==> config.mk <==
export PLATFORM = sky130hd
export DESIGN_NAME = multi_step_clk
export DESIGN_NICKNAME = d
export VERILOG_FILES = /design/src/rtl/multi_step_clk_pkg.sv /design/src/rtl/multi_step_clk_rise_detect.sv /design/src/rtl/multi_step_clk.sv
export SDC_FILE = /design/constraint.sdc
export NUM_CORES = 1
export LEC_CHECK = 0
export ABC_AREA = 1
export BUFFER_PORTS_ARGS = -buffer_cell sky130_fd_sc_hd__buf_2
export CAP_MARGIN = 20
export CORE_ASPECT_RATIO = 1.75
export CORE_MARGIN = 4
export CORE_UTILIZATION = 43
export DETAILED_ROUTE_END_ITERATION = 16
export HOLD_SLACK_MARGIN = 0.15
export PLACE_DENSITY_LB_ADDON = 0.3
export SLEW_MARGIN = 20
export SYNTH_ARGS = -nofsm -noshare
export SYNTH_HDL_FRONTEND = slang
export SYNTH_SLANG_ARGS = --single-unit
==> constraint.sdc <==
create_clock -name __emu_clk -period 1.7 [get_ports __emu_clk]
set_clock_uncertainty 0.05 [all_clocks]
set_input_delay 0.51 -clock __emu_clk [delete_from_list [all_inputs] [get_ports __emu_clk]]
set_output_delay 0.51 -clock __emu_clk [all_outputs]
set_load 0.05 [all_outputs]
==> src/rtl/multi_step_clk_pkg.sv <==
// Shared types and default sizes for the multi-step emulator clock generator.
//   mode_e  : step mode presented on mode_i and sampled on a go edge.
//   state_e : sequencing state of multi_step_clk.
package multi_step_clk_pkg;

  localparam int unsigned N_CH_DEF      = 1;
  localparam int unsigned CNT_WIDTH_DEF = 16;
  localparam int unsigned DT_WIDTH_DEF  = 25;
  localparam int unsigned MODE_WIDTH    = 2;

  typedef enum logic [MODE_WIDTH-1:0] {
    MODE_SINGLE = 2'd0,
    MODE_BURST  = 2'd1,
    MODE_FREE   = 2'd2,
    MODE_HOLD   = 2'd3
  } mode_e;

  typedef enum logic [1:0] {
    ST_IDLE = 2'd0,
    ST_RUN  = 2'd1,
    ST_FREE = 2'd2,
    ST_DONE = 2'd3
  } state_e;

endpackage

==> src/rtl/multi_step_clk_rise_detect.sv <==
// Rising-edge detector for a level request.
//   __emu_clk   : clock
//   __emu_rst_n : synchronous active-low reset (clears the history bit)
//   sig         : level input
//   rise_c      : combinational pulse, high while sig is high and was low last cycle
module rise_detect (
  input  logic __emu_clk,
  input  logic __emu_rst_n,
  input  logic sig,
  output logic rise_c
);

  logic sig_prev;

  // History bit follows the input every cycle, regardless of what consumes the edge.
  always_ff @(posedge __emu_clk) begin
    if (!__emu_rst_n) begin
      sig_prev <= 1'b0;
    end else begin
      sig_prev <= sig;
    end
  end

  assign rise_c = sig & ~sig_prev;

endmodule

==> src/rtl/multi_step_clk.sv <==
// Host-controlled stepping clock generator for the emulator.
// A rising edge on go_i in IDLE starts a single step, a fixed-length burst or
// a free run; stop_i ends a burst/free run early. Each step drives the latched
// channel mask on clk_val_o and the latched dt on dt_req_o for one cycle.
//   __emu_clk, __emu_rst_n : clock, synchronous active-low reset
//   go_i, stop_i           : start request (edge), abort (level)
//   mode_i, burst_len_i, ch_en_i, dt_step_i : run setup, sampled on go edge
//   clk_val_o, dt_req_o    : per-step clock enables and dt request
//   busy_o, done_o         : step-issued flag, end-of-run pulse
//   step_cnt_o             : wrapping count of steps issued since reset
module multi_step_clk
  import multi_step_clk_pkg::*;
#(
  parameter int unsigned N_CH      = N_CH_DEF,
  parameter int unsigned CNT_WIDTH = CNT_WIDTH_DEF,
  parameter int unsigned DT_WIDTH  = DT_WIDTH_DEF
) (
  input  logic                       __emu_clk,
  input  logic                       __emu_rst_n,
  input  logic                       go_i,
  input  logic                       stop_i,
  input  logic [MODE_WIDTH-1:0]      mode_i,
  input  logic [CNT_WIDTH-1:0]       burst_len_i,
  input  logic [N_CH-1:0]            ch_en_i,
  input  logic signed [DT_WIDTH-1:0] dt_step_i,
  output logic [N_CH-1:0]            clk_val_o,
  output logic signed [DT_WIDTH-1:0] dt_req_o,
  output logic                       busy_o,
  output logic                       done_o,
  output logic [CNT_WIDTH-1:0]       step_cnt_o
);

  state_e                     state;
  logic [N_CH-1:0]            ch_en_q;
  logic signed [DT_WIDTH-1:0] dt_q;
  logic [CNT_WIDTH-1:0]       remaining;
  logic                       go_edge_c;
  mode_e                      mode_c;
  logic [N_CH-1:0]            step_ch_c;
  logic signed [DT_WIDTH-1:0] step_dt_c;

  rise_detect u_go_rise (
    .__emu_clk   (__emu_clk),
    .__emu_rst_n (__emu_rst_n),
    .sig         (go_i),
    .rise_c      (go_edge_c)
  );

  assign mode_c = mode_e'(mode_i);

  // The first step of a run is issued on the same edge that latches the setup,
  // so it has to take the live inputs; later steps use the latches.
  assign step_ch_c = (state == ST_IDLE) ? ch_en_i   : ch_en_q;
  assign step_dt_c = (state == ST_IDLE) ? dt_step_i : dt_q;

  // Sequencer with registered step/done outputs.
  // remaining counts the steps still owed including the one currently on the outputs.
  always_ff @(posedge __emu_clk) begin
    if (!__emu_rst_n) begin
      state      <= ST_IDLE;
      ch_en_q    <= '0;
      dt_q       <= '0;
      remaining  <= '0;
      clk_val_o  <= '0;
      dt_req_o   <= '0;
      busy_o     <= 1'b0;
      done_o     <= 1'b0;
      step_cnt_o <= '0;
    end else begin
      clk_val_o <= '0;
      dt_req_o  <= '0;
      busy_o    <= 1'b0;
      done_o    <= 1'b0;

      case (state)
        ST_IDLE: begin
          // stop_i in the go cycle suppresses the start entirely.
          if (go_edge_c && !stop_i) begin
            ch_en_q <= ch_en_i;
            dt_q    <= dt_step_i;
            case (mode_c)
              MODE_SINGLE: begin
                remaining  <= CNT_WIDTH'(1);
                state      <= ST_RUN;
                clk_val_o  <= step_ch_c;
                dt_req_o   <= step_dt_c;
                busy_o     <= 1'b1;
                step_cnt_o <= step_cnt_o + CNT_WIDTH'(1);
              end
              MODE_BURST: begin
                if (burst_len_i != '0) begin
                  remaining  <= burst_len_i;
                  state      <= ST_RUN;
                  clk_val_o  <= step_ch_c;
                  dt_req_o   <= step_dt_c;
                  busy_o     <= 1'b1;
                  step_cnt_o <= step_cnt_o + CNT_WIDTH'(1);
                end else begin
                  state  <= ST_DONE;
                  done_o <= 1'b1;
                end
              end
              MODE_FREE: begin
                state      <= ST_FREE;
                clk_val_o  <= step_ch_c;
                dt_req_o   <= step_dt_c;
                busy_o     <= 1'b1;
                step_cnt_o <= step_cnt_o + CNT_WIDTH'(1);
              end
              default: begin
                state <= ST_IDLE;
              end
            endcase
          end
        end

        ST_RUN: begin
          if (stop_i || (remaining == CNT_WIDTH'(1))) begin
            state  <= ST_DONE;
            done_o <= 1'b1;
          end else begin
            remaining  <= remaining - CNT_WIDTH'(1);
            clk_val_o  <= step_ch_c;
            dt_req_o   <= step_dt_c;
            busy_o     <= 1'b1;
            step_cnt_o <= step_cnt_o + CNT_WIDTH'(1);
          end
        end

        ST_FREE: begin
          if (stop_i) begin
            state  <= ST_DONE;
            done_o <= 1'b1;
          end else begin
            clk_val_o  <= step_ch_c;
            dt_req_o   <= step_dt_c;
            busy_o     <= 1'b1;
            step_cnt_o <= step_cnt_o + CNT_WIDTH'(1);
          end
        end

        ST_DONE: begin
          state <= ST_IDLE;
        end

        default: begin
          state <= ST_IDLE;
        end
      endcase
    end
  end

endmodule
==> results of run 1 <==
[cell type report]
cell class | instances | share of cell area, %
multi-input combinational | 486 | 41.9
sequential | 89 | 29.0
timing repair buffer | 150 | 16.8
inverter | 72 | 4.50
clock buffer | 11 | 4.09
tap | 127 | 2.57
clock inverter | 5 | 1.09
[sequential cells by signal, indices dropped and copies added, names as in the netlist]
register	count
dt_req_o	25
busy_o	1
dt_q	25
ch_en_q	1
clk_val_o	1
step_cnt_o	16
u_go_rise.sig_prev	1
state	2
remaining	16
done_o	1
[synth_stat cells, types with 6 or more instances]
| master | n | area [um^2] |
|---|---|---|
| sky130_fd_sc_hd__buf_2 | 6 | 30.0 |
| sky130_fd_sc_hd__xor2_1 | 9 | 78.8 |
| sky130_fd_sc_hd__a21oi_2 | 11 | 96.3 |
| sky130_fd_sc_hd__o21ai_0 | 53 | 265 |
| sky130_fd_sc_hd__nand3_1 | 27 | 135 |
| sky130_fd_sc_hd__inv_1 | 68 | 255 |
| sky130_fd_sc_hd__dfxtp_1 | 89 | 1780 |
| sky130_fd_sc_hd__a21oi_1 | 39 | 195 |
| sky130_fd_sc_hd__nand2_1 | 168 | 631 |
| sky130_fd_sc_hd__nand4_1 | 25 | 156 |
| sky130_fd_sc_hd__nand2_2 | 14 | 87.6 |
| sky130_fd_sc_hd__ha_1 | 9 | 113 |
| sky130_fd_sc_hd__nor2_1 | 101 | 379 |
| sky130_fd_sc_hd__clkbuf_1 | 17 | 63.8 |
[power by group]
part	switching (W)	internal, W
Combinational	0.00385	0.00241
Sequential	0.000314	0.00253
Clock	0.000859	0.00125
Total	0.00502	0.00619
[worst max-delay path by stage]
stage / to / cells after the start
floorplan: step_cnt_o[15]$_SDFFE_PN0P_ / 9
finish: remaining[8]$_SDFFE_PN0P_ / 11
CTS: step_cnt_o[7]$_SDFFE_PN0P_ / 8
global route: dt_req_o[23]$_SDFF_PN0_ / 10
global placement: dt_req_o[21]$_SDFF_PN0_ / 10
detailed placement: dt_req_o[4]$_SDFF_PN0_ / 10
[through the flow]
step	power, W	worst slack, ns
after detailed placement	0.00813	-0.212
after floorplan	0.00678	0.00000688
after CTS	0.0103	-0.0183
final	0.0112	0.0163
after global routing	0.0121	-0.0491
after global placement	0.00796	-0.184
[layer usage]
| metal | part of all wire (%) | wire, um |
|---|---|---|
| met5 | 0 | 0 |
| met4 | 4.0 | 510 |
| met3 | 5.3 | 674 |
| met2 | 53 | 6800 |
| met1 | 38 | 4820 |
[cell families (layout without fill, tap and decap cells)]
group | count (synthesis) | in the layout | synth area share [%]
compound gates | 109 | 109 | 13.1
xor+xnor | 12 | 12 | 2.28
fa+ha+maj | 9 | 9 | 2.44
buf+inv | 100 | 238 | 9.07
flops | 89 | 89 | 38.7
mux | 4 | 4 | 0.869
simple gates | 351 | 352 | 33.5
[timing repair]
action | CTS | global route
buffers inserted | 0 | 6
gates resized for setup | 4 | 60
pin swaps | 0 | 16
gates cloned | 0 | 7
endpoints found under the setup margin | 52 | 64
[critical path: stages, from the launching register on]
cell and delay [ns]:
sky130_fd_sc_hd__dfxtp_1 0.47, sky130_fd_sc_hd__nor2_4 0.06, sky130_fd_sc_hd__nand2_2 0.09, sky130_fd_sc_hd__nor2_2 0.05, sky130_fd_sc_hd__nand2_2 0.08, sky130_fd_sc_hd__nand2_2 0.07
sky130_fd_sc_hd__nand2_4 0.13, sky130_fd_sc_hd__nand3_4 0.16, sky130_fd_sc_hd__clkbuf_16 0.21, sky130_fd_sc_hd__nand2_1 0.05, sky130_fd_sc_hd__nand2_1 0.06, sky130_fd_sc_hd__nor2_1 0.12
==> qor_table.md, run 1 <==
| Item | This run | Unit |
| --- | --- | --- |
| Total setup violations reported at the end of the flow | 0 | - |
| Number of cells after detailed placement | 911 | - |
| Number of H-tree levels | 3 | - |
| Most frequently used flop master after synthesis | sky130_fd_sc_hd__dfxtp_1 | - |
| Net Count, Synth | 731 | - |
| Worst hold path depth | 3 | - |
| Yosys warning count | 0 | - |
| Path class of the lowest-slack min-delay path | in2reg | - |
| R2r worst-path depth | 11 | - |
| Starting utilization of the core area | 44.5 | % |
| Post-synthesis async set-or-reset flop share | 0 | % |
| Unrepaired setup endpoints after global routing | yes | - |
| Die height | 145 | um |
| Detail Route Antenna Nets | 0 | - |
| 1st-iter DRT viols | 223 | - |
| Highest attainable clock frequency | 594 | MHz |
| Initial antenna violation count | 0 | - |
| GRT Util Overall | 18.9 | % |
| Maximum fanout encountered on the critical timing path | 6 | - |
| Pre-Repair DR Iteration Count | 6 | - |
| Final max-slew violation count | 0 | - |
| Arrival time of the worst setup path | 1.90 | ns |
| Met3 capacity usage during global routing | 2.78 | % |
| Category of the most critical setup path | reg2reg | - |
| Setup crit start | remaining[6]$_SDFFE_PN0P_ | - |
| Final cell area excluding filler cells | 6170 | um^2 |
| Time the worst path needs with I/O delays and setup | 1.68 | ns |
| Number of buffers on the longest clock path | 2 | - |
| Gr ovfl total | 0 | - |
| Global placement routability congestion | 0.865 | - |
| Startpoint of the worst register-to-register path | remaining[6]$_SDFFE_PN0P_ | - |
| Antenna diode instance count | 0 | - |
| Pin count of the biggest net entering global routing | 44 | - |
| Power density cells | 1820 | nW/um^2 |
| Count of vias placed by the detailed router | 4811 | - |
| PortBufs | 91 | - |
| Clock tree from TritonCTS | built | - |
| Number of hold-slack violations in the final timing report | 0 | - |
| Global Route met2 Usage | 34.8 | % |
| Fraction of final layout cells with drive strength greater than 1 | 30.9 | % |
| Post-synth EDFFs | 0 | - |
| Area after DPL | 5470 | um^2 |
| Outcome | finished, final reports clean | - |
| Final routed wire length divided by cell count | 13.6 | um |
| Commonest non-fill, non-tap cells in the layout | sky130_fd_sc_hd__nand2_1 (160), sky130_fd_sc_hd__nor2_1 (90), sky130_fd_sc_hd__buf_2 (87) | - |
| Final Core Density | 59.6 | % |
| DRC | 0 | - |
| Max rail drop VDD | 0.00115 | V |
| Worst path required time | 1.92 | ns |
| Register area share after synthesis | 38.7 | % |
| HPWL after detailed placement | 8790 | um |
| Footprint of the flip-flops and latches | 1790 | um^2 |
| Io pins | 92 | - |
| CTS sink cnt | 89 | - |
| Headroom to the max-slew limit | 74.9 | % |
| Wire length of the first global-routing pass | 19600 | um |
| Root buffer cell | sky130_fd_sc_hd__clkbuf_16 | - |
| Mean instance size in the synthesized netlist | 6.84 | um^2 |
| Post-synth cell types | 33 | - |
| Clock-pin transition on the worst setup and hold timing paths | 0.07 | ns |
| CTS hold repair buffers | 0 | - |
| Fillers | 944 | - |
| Static power due to leakage | 2.91 | nW |
| Min Hold Slack | 0.328 | ns |
| Reg-to-reg critical path endpoint | remaining[8]$_SDFFE_PN0P_ | - |
| Synthesized cell area | 4610 | um^2 |
| Synthesized netlist cell count | 674 | - |
| GR Util met1 | 20.5 | % |
| Die W | 86.2 | um |
| Capture endpoint of the worst hold path | u_go_rise.sig_prev$_SDFF_PN0_ | - |
| Worst setup slack for register-to-register paths | 0.02 | ns |
| Final-layout setup total negative slack | 0 | ns |
| Max Cap Viol | 0 | - |
| Transition time at the pin with the least slew margin | 0.375 | ns |
| Area of the core | 10400 | um^2 |
| Commonest non-fill, non-tap cell in the layout | sky130_fd_sc_hd__nand2_1 | - |
| Flops & latches, synth | 89 | - |
| Post-route non-filler standard cell count | 940 | - |
| Crit end category | flip-flop | - |
| Busiest metal layer after global routing | met2 | - |
| Worst-Skew Late Latency | 0.34 | ns |
| Core Rows | 49 | - |
| Kind of launch point of the worst setup path | flip-flop | - |
| Worst Min Path Start | go_i | - |
| Full die area | 12500 | um^2 |
| Area of the multi-input gates | 2580 | um^2 |
| Number of CTS-inserted buffers | 9 | - |
| Total detailed-routing wirelength | 12800 | um |
| Area overhead of the layout relative to synthesis | 34.0 | % |
| Via count of the first global-routing pass | 4484 | - |
| Final worst path period share | 99.0 | % |
| Layout net count | 865 | - |
| Detailed-route vias per instance | 5.12 | - |
No activity file was read; power rests on OpenSTA's default activity.
==> run 2: changes to the inputs <==
--- a/config.mk
+++ b/config.mk
@@ -14,6 +14,7 @@
 export DETAILED_ROUTE_END_ITERATION = 16
 export HOLD_SLACK_MARGIN = 0.15
 export PLACE_DENSITY_LB_ADDON = 0.3
+export REMOVE_ABC_BUFFERS = 1
 export SLEW_MARGIN = 20
 export SYNTH_ARGS = -nofsm -noshare
 export SYNTH_HDL_FRONTEND = slang
==> qor_table.md, run 2 (synthesized netlist as in run 1, its figures left out) <==
| Item | This run | Unit | Delta |
| --- | --- | --- | --- |
| Final-layout setup total negative slack | 0 | ns | unchanged |
| Max Cap Viol | 0 | - | unchanged |
| Antenna diode instance count | 0 | - | unchanged |
| Worst path required time | 1.87 | ns | -0.05 ns |
| Area of the multi-input gates | 2520 | um^2 | -2.4% |
| Number of cells after detailed placement | 907 | - | -0.44% |
| Largest registers ranked by flip-flop count | dt_q x25, dt_req_o x25 | - |  |
| 1st-iter DRT viols | 204 | - | -8.5% |
| Internal Dissipation | 0.00600 | W | -3.1% |
| Fillers | 990 | - | +4.9% |
| Maximum fanout encountered on the critical timing path | 8 | - | +2 |
| Time the worst path needs with I/O delays and setup | 1.67 | ns | -0.0151 ns |
| Global placement routability congestion | 0.902 | - | +4.4% |
| Full die area | 12500 | um^2 | unchanged |
| Final routed wire length divided by cell count | 13.7 | um | +0.36% |
| Number of CTS-inserted buffers | 9 | - | unchanged |
| Area of the core | 10400 | um^2 | unchanged |
| CTS sink cnt | 89 | - | unchanged |
| Root buffer cell | sky130_fd_sc_hd__clkbuf_16 | - |  |
| Via count of the first global-routing pass | 4464 | - | -0.45% |
| Number of buffers on the longest clock path | 2 | - | unchanged |
| Comb power frac | 54.9 | % | -1.0 points |
| Arrival time of the worst setup path | 1.84 | ns | -0.06 ns |
| HPWL after detailed placement | 8670 | um | -1.5% |
| Category of the most critical setup path | reg2reg | - |  |
| Fraction of final layout cells with drive strength greater than 1 | 27.6 | % | -3.2 points |
| Headroom to the max-slew limit | 77.0 | % | +2.1 points |
| Initial antenna violation count | 0 | - | unchanged |
| Footprint of the flip-flops and latches | 1790 | um^2 | about the same |
| DRC | 0 | - | unchanged |
| Total setup violations reported at the end of the flow | 0 | - | unchanged |
| Pre-Repair DR Iteration Count | 5 | - | -1 |
| Clock tree from TritonCTS | built | - |  |
| Total detailed-routing wirelength | 12700 | um | -0.71% |
| Die height | 145 | um | unchanged |
| Wire length of the first global-routing pass | 19800 | um | +1.1% |
| Static power due to leakage | 2.85 | nW | -2.1% |
| Max rail drop VDD | 0.000834 | V | -28% |
| GRT Util Overall | 19.3 | % | +0.46 points |
| Fraction of power consumed by sequential logic | 25.8 | % | +0.4 points |
| Clock-pin transition on the worst setup and hold timing paths | 0.07 | ns | about the same |
| CTS hold repair buffers | 0 | - | unchanged |
| Commonest non-fill, non-tap cell in the layout | sky130_fd_sc_hd__nand2_1 | - |  |
| Net load switching power | 0.00497 | W | -1.1% |
| Clock Power Share | 19.3 | % | +0.5 points |
| Number of hold-slack violations in the final timing report | 0 | - | unchanged |
| Post-route non-filler standard cell count | 930 | - | -1.1% |
| Worst-Skew Late Latency | 0.34 | ns | about the same |
| Path class of the lowest-slack min-delay path | in2reg | - |  |
| Gr ovfl total | 0 | - | unchanged |
| Power density cells | 1830 | nW/um^2 | +0.56% |
| Detail Route Antenna Nets | 0 | - | unchanged |
| Switching share of power | 45.3 | % | +0.51 points |
| Count of vias placed by the detailed router | 4780 | - | -0.64% |
| Final max-slew violation count | 0 | - | unchanged |
| Pin count of the biggest net entering global routing | 44 | - | unchanged |
| Starting utilization of the core area | 44.5 | % | unchanged |
| Detailed-route vias per instance | 5.14 | - | +0.42% |
| Crit end category | flip-flop | - |  |
| PortBufs | 91 | - | unchanged |
| Highest attainable clock frequency | 599 | MHz | +0.90% |
| Transition time at the pin with the least slew margin | 0.344 | ns | -0.0316 ns |
| Area overhead of the layout relative to synthesis | 30.3 | % |  |
| Layout net count | 855 | - | -1.2% |
| Outcome | finished, final reports clean | - |  |
| Core Rows | 49 | - | unchanged |
| Total power | 0.0110 | W | -2.2% |
| Number of H-tree levels | 3 | - | unchanged |
| Unrepaired setup endpoints after global routing | yes | - |  |
| Commonest non-fill, non-tap cells in the layout | sky130_fd_sc_hd__nand2_1 (167), sky130_fd_sc_hd__nor2_1 (94), sky130_fd_sc_hd__buf_2 (87) | - |  |
| Die W | 86.2 | um | unchanged |
| Kind of launch point of the worst setup path | flip-flop | - |  |
| Final worst path period share | 98.2 | % | -0.89 points |
| Io pins | 92 | - | unchanged |
-- run 2: layer usage --
layer	GRT usage [%]	wire length (um)
met2	34.7	6650
met1	21.4	4980
met5	0	0
met4	9.44	502
met3	3.35	576
-- run 2: what timing repair did --
| action | in CTS | in global routing |
|---|---|---|
| buffers inserted | 0 | 2 |
| hold endpoints to repair | 0 | 0 |
| gates resized for setup | 10 | 35 |
| pin swaps | 2 | 9 |
| gates cloned | 1 | 4 |
| endpoints found under the setup margin | 80 | 66 |
-- run 2: stage by stage --
stage	worst slack [ns]	utilization (%)	instance area [um^2]	hold WS, ns
finish	0.0313	57.9	6000	0.326
global route	-0.0488	57.9	6000	0.318
CTS	0.00275	56.1	5810	0.319
detailed placement	-0.235	52.6	5450	0.391
global placement	-0.200	52.6	5450	0.386
floorplan	-0.737	-	4460	0.379
-- run 2: worst max-delay path, stage by stage (launching register included) --
cell and delay (ns):
sky130_fd_sc_hd__dfxtp_4 0.37, sky130_fd_sc_hd__buf_6 0.12, sky130_fd_sc_hd__ha_4 0.15, sky130_fd_sc_hd__a21oi_2 0.13
sky130_fd_sc_hd__o21ai_2 0.09, sky130_fd_sc_hd__nor2_4 0.24, sky130_fd_sc_hd__nand3_4 0.22, sky130_fd_sc_hd__nand2_2 0.13
sky130_fd_sc_hd__a21oi_2 0.05
-- run 2: power groups by stage --
stage	logic (W)	clock network, W	registers, W
after floorplan	0.00321	0	0.00326
after global placement	0.00520	0	0.00280
after detailed placement	0.00536	0	0.00282
after CTS	0.00553	0.00213	0.00278
after global routing	0.00665	0.00224	0.00288
final	0.00602	0.00211	0.00283
-- run 2: path summary, 6_finish.rpt --
kind	start	end	slack, ns	cells past startpoint
max	state[1]$_SDFFE_PN0P_	step_cnt_o[8]$_SDFFE_PN0P_	0.03	8
min	go_i	u_go_rise.sig_prev$_SDFF_PN0_	0.33	3
max reg2reg	state[1]$_SDFFE_PN0P_	step_cnt_o[8]$_SDFFE_PN0P_	0.03	8
min reg2reg	dt_q[18]$_SDFFE_PN0P_	dt_q[18]$_SDFFE_PN0P_	0.40	2
-- run 2: cell type report --
class	count	share of cell area [%]
multi-input cells	486	42.0
flip-flops and latches	89	29.8
repair buffers	140	15.6
inverters	72	4.54
clock buffers	9	3.75
well taps	127	2.65
clock inverters	7	1.58
==> run 3: changes to the inputs <==
==> constraint.sdc (replaced) <==
create_clock -name __emu_clk -period 1.85 [get_ports __emu_clk]
set_clock_uncertainty 0.05 [all_clocks]
set_input_delay 0.555 -clock __emu_clk [delete_from_list [all_inputs] [get_ports __emu_clk]]
set_output_delay 0.555 -clock __emu_clk [all_outputs]
set_load 0.05 [all_outputs]
==> qor_table.md, run 3 (synthesized netlist as in run 1, its figures left out) <==
| Item | This run | Unit | Delta |
| --- | --- | --- | --- |
| Outcome | finished, final reports clean | - |  |
| Commonest non-fill, non-tap cell in the layout | sky130_fd_sc_hd__nand2_1 | - |  |
| Number of cells after detailed placement | 895 | - | -1.3% |
| Pin count of the biggest net entering global routing | 44 | - | unchanged |
| Number of hold-slack violations in the final timing report | 0 | - | unchanged |
| Worst path required time | 1.24 | ns | -0.63 ns |
| Area of the core | 10400 | um^2 | unchanged |
| Detail Route Antenna Nets | 0 | - | unchanged |
| Category of the most critical setup path | reg2out | - |  |
| Number of buffers on the longest clock path | 2 | - | unchanged |
| Initial antenna violation count | 0 | - | unchanged |
| Min Hold Slack | 0.377 | ns | +0.0514 ns |
| Max rail drop VDD | 0.000761 | V | -8.8% |
| Via count of the first global-routing pass | 4392 | - | -1.6% |
| Post-route non-filler standard cell count | 912 | - | -1.9% |
| Ordered list of cells on the worst path | buf_2 | - |  |
| PortBufs | 91 | - | unchanged |
| Worst slack after detailed placement | -0.118 | ns | +0.116 ns |
| Transition time at the pin with the least slew margin | 0.424 | ns | +0.0806 ns |
| Core Rows | 49 | - | unchanged |
| Setup WS post-layout | 0.103 | ns | +0.0717 ns |
| Highest attainable clock frequency | 572 | MHz |  |
| Number of CTS-inserted buffers | 9 | - | unchanged |
| Kind of launch point of the worst setup path | flip-flop | - |  |
| Area overhead of the layout relative to synthesis | 23.0 | % |  |
| Layout net count | 838 | - | -2.0% |
| Io pins | 92 | - | unchanged |
| Static power due to leakage | 2.71 | nW | -5.1% |
| Count of vias placed by the detailed router | 4576 | - | -4.3% |
| Total detailed-routing wirelength | 11900 | um | -6.7% |
| Power density cells | 1600 | nW/um^2 | -12% |
| Headroom to the max-slew limit | 71.6 | % | -5.4 points |
| 1st-iter DRT viols | 153 | - | -25% |
| Wire length of the first global-routing pass | 19500 | um | -1.6% |
| Pre-Repair DR Iteration Count | 5 | - | unchanged |
| Time the worst path needs with I/O delays and setup | 1.75 | ns |  |
| Commonest non-fill, non-tap cells in the layout | sky130_fd_sc_hd__nand2_1 (168), sky130_fd_sc_hd__nor2_1 (100), sky130_fd_sc_hd__buf_2 (91) | - |  |
| Number of buffers and inverters on the critical path | 1 | - | unchanged |
| Maximum fanout encountered on the critical timing path | 7 | - | -1 |
| CTS hold repair buffers | 0 | - | unchanged |
| Largest registers ranked by flip-flop count | dt_q x25, dt_req_o x25 | - |  |
| Global placement routability congestion | 0.900 | - | -0.31% |
| Total power | 0.00908 | W | -17% |
| Worst setup slack for register-to-register paths | 0.13 | ns | +0.10 ns |
| Detailed-route vias per instance | 5.02 | - | -2.4% |
| HPWL after detailed placement | 8580 | um | -0.99% |
| Arrival time of the worst setup path | 1.14 | ns | -0.70 ns |
| Final max-slew violation count | 0 | - | unchanged |
| Clock-pin transition on the worst setup and hold timing paths | 0.06 | ns | about the same |
| DRC | 0 | - | unchanged |
| Antenna diode instance count | 0 | - | unchanged |
| Path class of the lowest-slack min-delay path | in2reg | - |  |
| Max Cap Viol | 0 | - | unchanged |
| Worst-Skew Late Latency | 0.34 | ns | about the same |
| Number of H-tree levels | 3 | - | unchanged |
| Clock tree from TritonCTS | built | - |  |
| Largest stage delay on the critical path | 0.48 | ns | +0.11 ns |
| Crit-path leading delay family | flip-flops | - |  |
| Final worst path period share | 94.4 | % |  |
| Die W | 86.2 | um | unchanged |
| Full die area | 12500 | um^2 | unchanged |
| GRT Util Overall | 18.9 | % | -0.43 points |
| Crit end category | output port | - |  |
| Root buffer cell | sky130_fd_sc_hd__clkbuf_16 | - |  |
| Die height | 145 | um | unchanged |
| Starting utilization of the core area | 44.5 | % | unchanged |
| CTS sink cnt | 89 | - | unchanged |
| Critical-path top delay cell | sky130_fd_sc_hd__dfxtp_1 | - |  |
| Gr ovfl total | 0 | - | unchanged |
| Fraction of final layout cells with drive strength greater than 1 | 23.8 | % | -3.8 points |
| Total setup violations reported at the end of the flow | 0 | - | unchanged |
| Final routed wire length divided by cell count | 13.0 | um | -4.8% |
[run 3: cell types whose count changed in the layout (fill, tap and decap cells not counted), sizes merged]
cell,change
buf,-12
clkbuf,-5
inv,-1
clkinv,+1
bufinv,-1
[run 3: routing by layer]
| metal | vias to the layer above | GRT usage [%] | wire [um] |
|---|---|---|---|
| met5 | - | 0 | 0 |
| met2 | 112 | 34.1 | 6240 |
| met3 | 26 | 3.69 | 595 |
| met4 | 0 | 8.42 | 349 |
| met1 | 2080 | 20.9 | 4680 |
| li1 | 2358 | - | - |
[run 3: metrics by stage]
stage               util [%]  setup TNS [ns]  area (um^2)
detailed placement      51.6           -4.76         5340
floorplan                  -          -34.08         4460
global route            54.7        -0.00548         5670
finish                  54.7               0         5670
CTS                     54.3               0         5630
global placement        51.6           -3.71         5340
[run 3: repair_timing]
action / CTS / global route
cloned: 0 / 1
gates resized for setup: 2 / 6
setup buffers: 0 / 1
pin swaps: 0 / 2
hold endpoints to repair: 0 / 0
setup endpoints to repair: 24 / 28
[run 3: worst reg2reg max path: cells and delay by family, from the launching register on]
family,cells,cell delay [ns]
compound gates,3,0.32
flops,1,0.34
simple gates,3,0.43
fa+ha+maj,1,0.24
buf+inv,2,0.22
[run 3: layout make-up]
type / count / area (um^2)
clock inverters: 6 / 51.3
flip-flops and latches: 89 / 1780
multi-input cells: 486 / 2450
repair buffers: 123 / 733
inverters: 72 / 270
well taps: 127 / 159
clock buffers: 9 / 225
fillers: 1010 / 4690
[run 3: where the power goes]
group          leakage [nW]  switching, W  internal (W)
Combinational          1.84       0.00317       0.00164
Sequential            0.725      0.000246       0.00231
Clock                 0.138      0.000782      0.000924
[run 3: worst paths after layout]
check	start	cells past startpoint	endpoint
worst max-delay path	step_cnt_o[12]$_SDFFE_PN0P_	1	step_cnt_o[12]
worst min-delay path	go_i	3	u_go_rise.sig_prev$_SDFF_PN0_
worst max register to register	state[0]$_SDFFE_PN0P_	9	step_cnt_o[3]$_SDFFE_PN0P_
worst min register to register	dt_q[13]$_SDFFE_PN0P_	2	dt_q[13]$_SDFFE_PN0P_
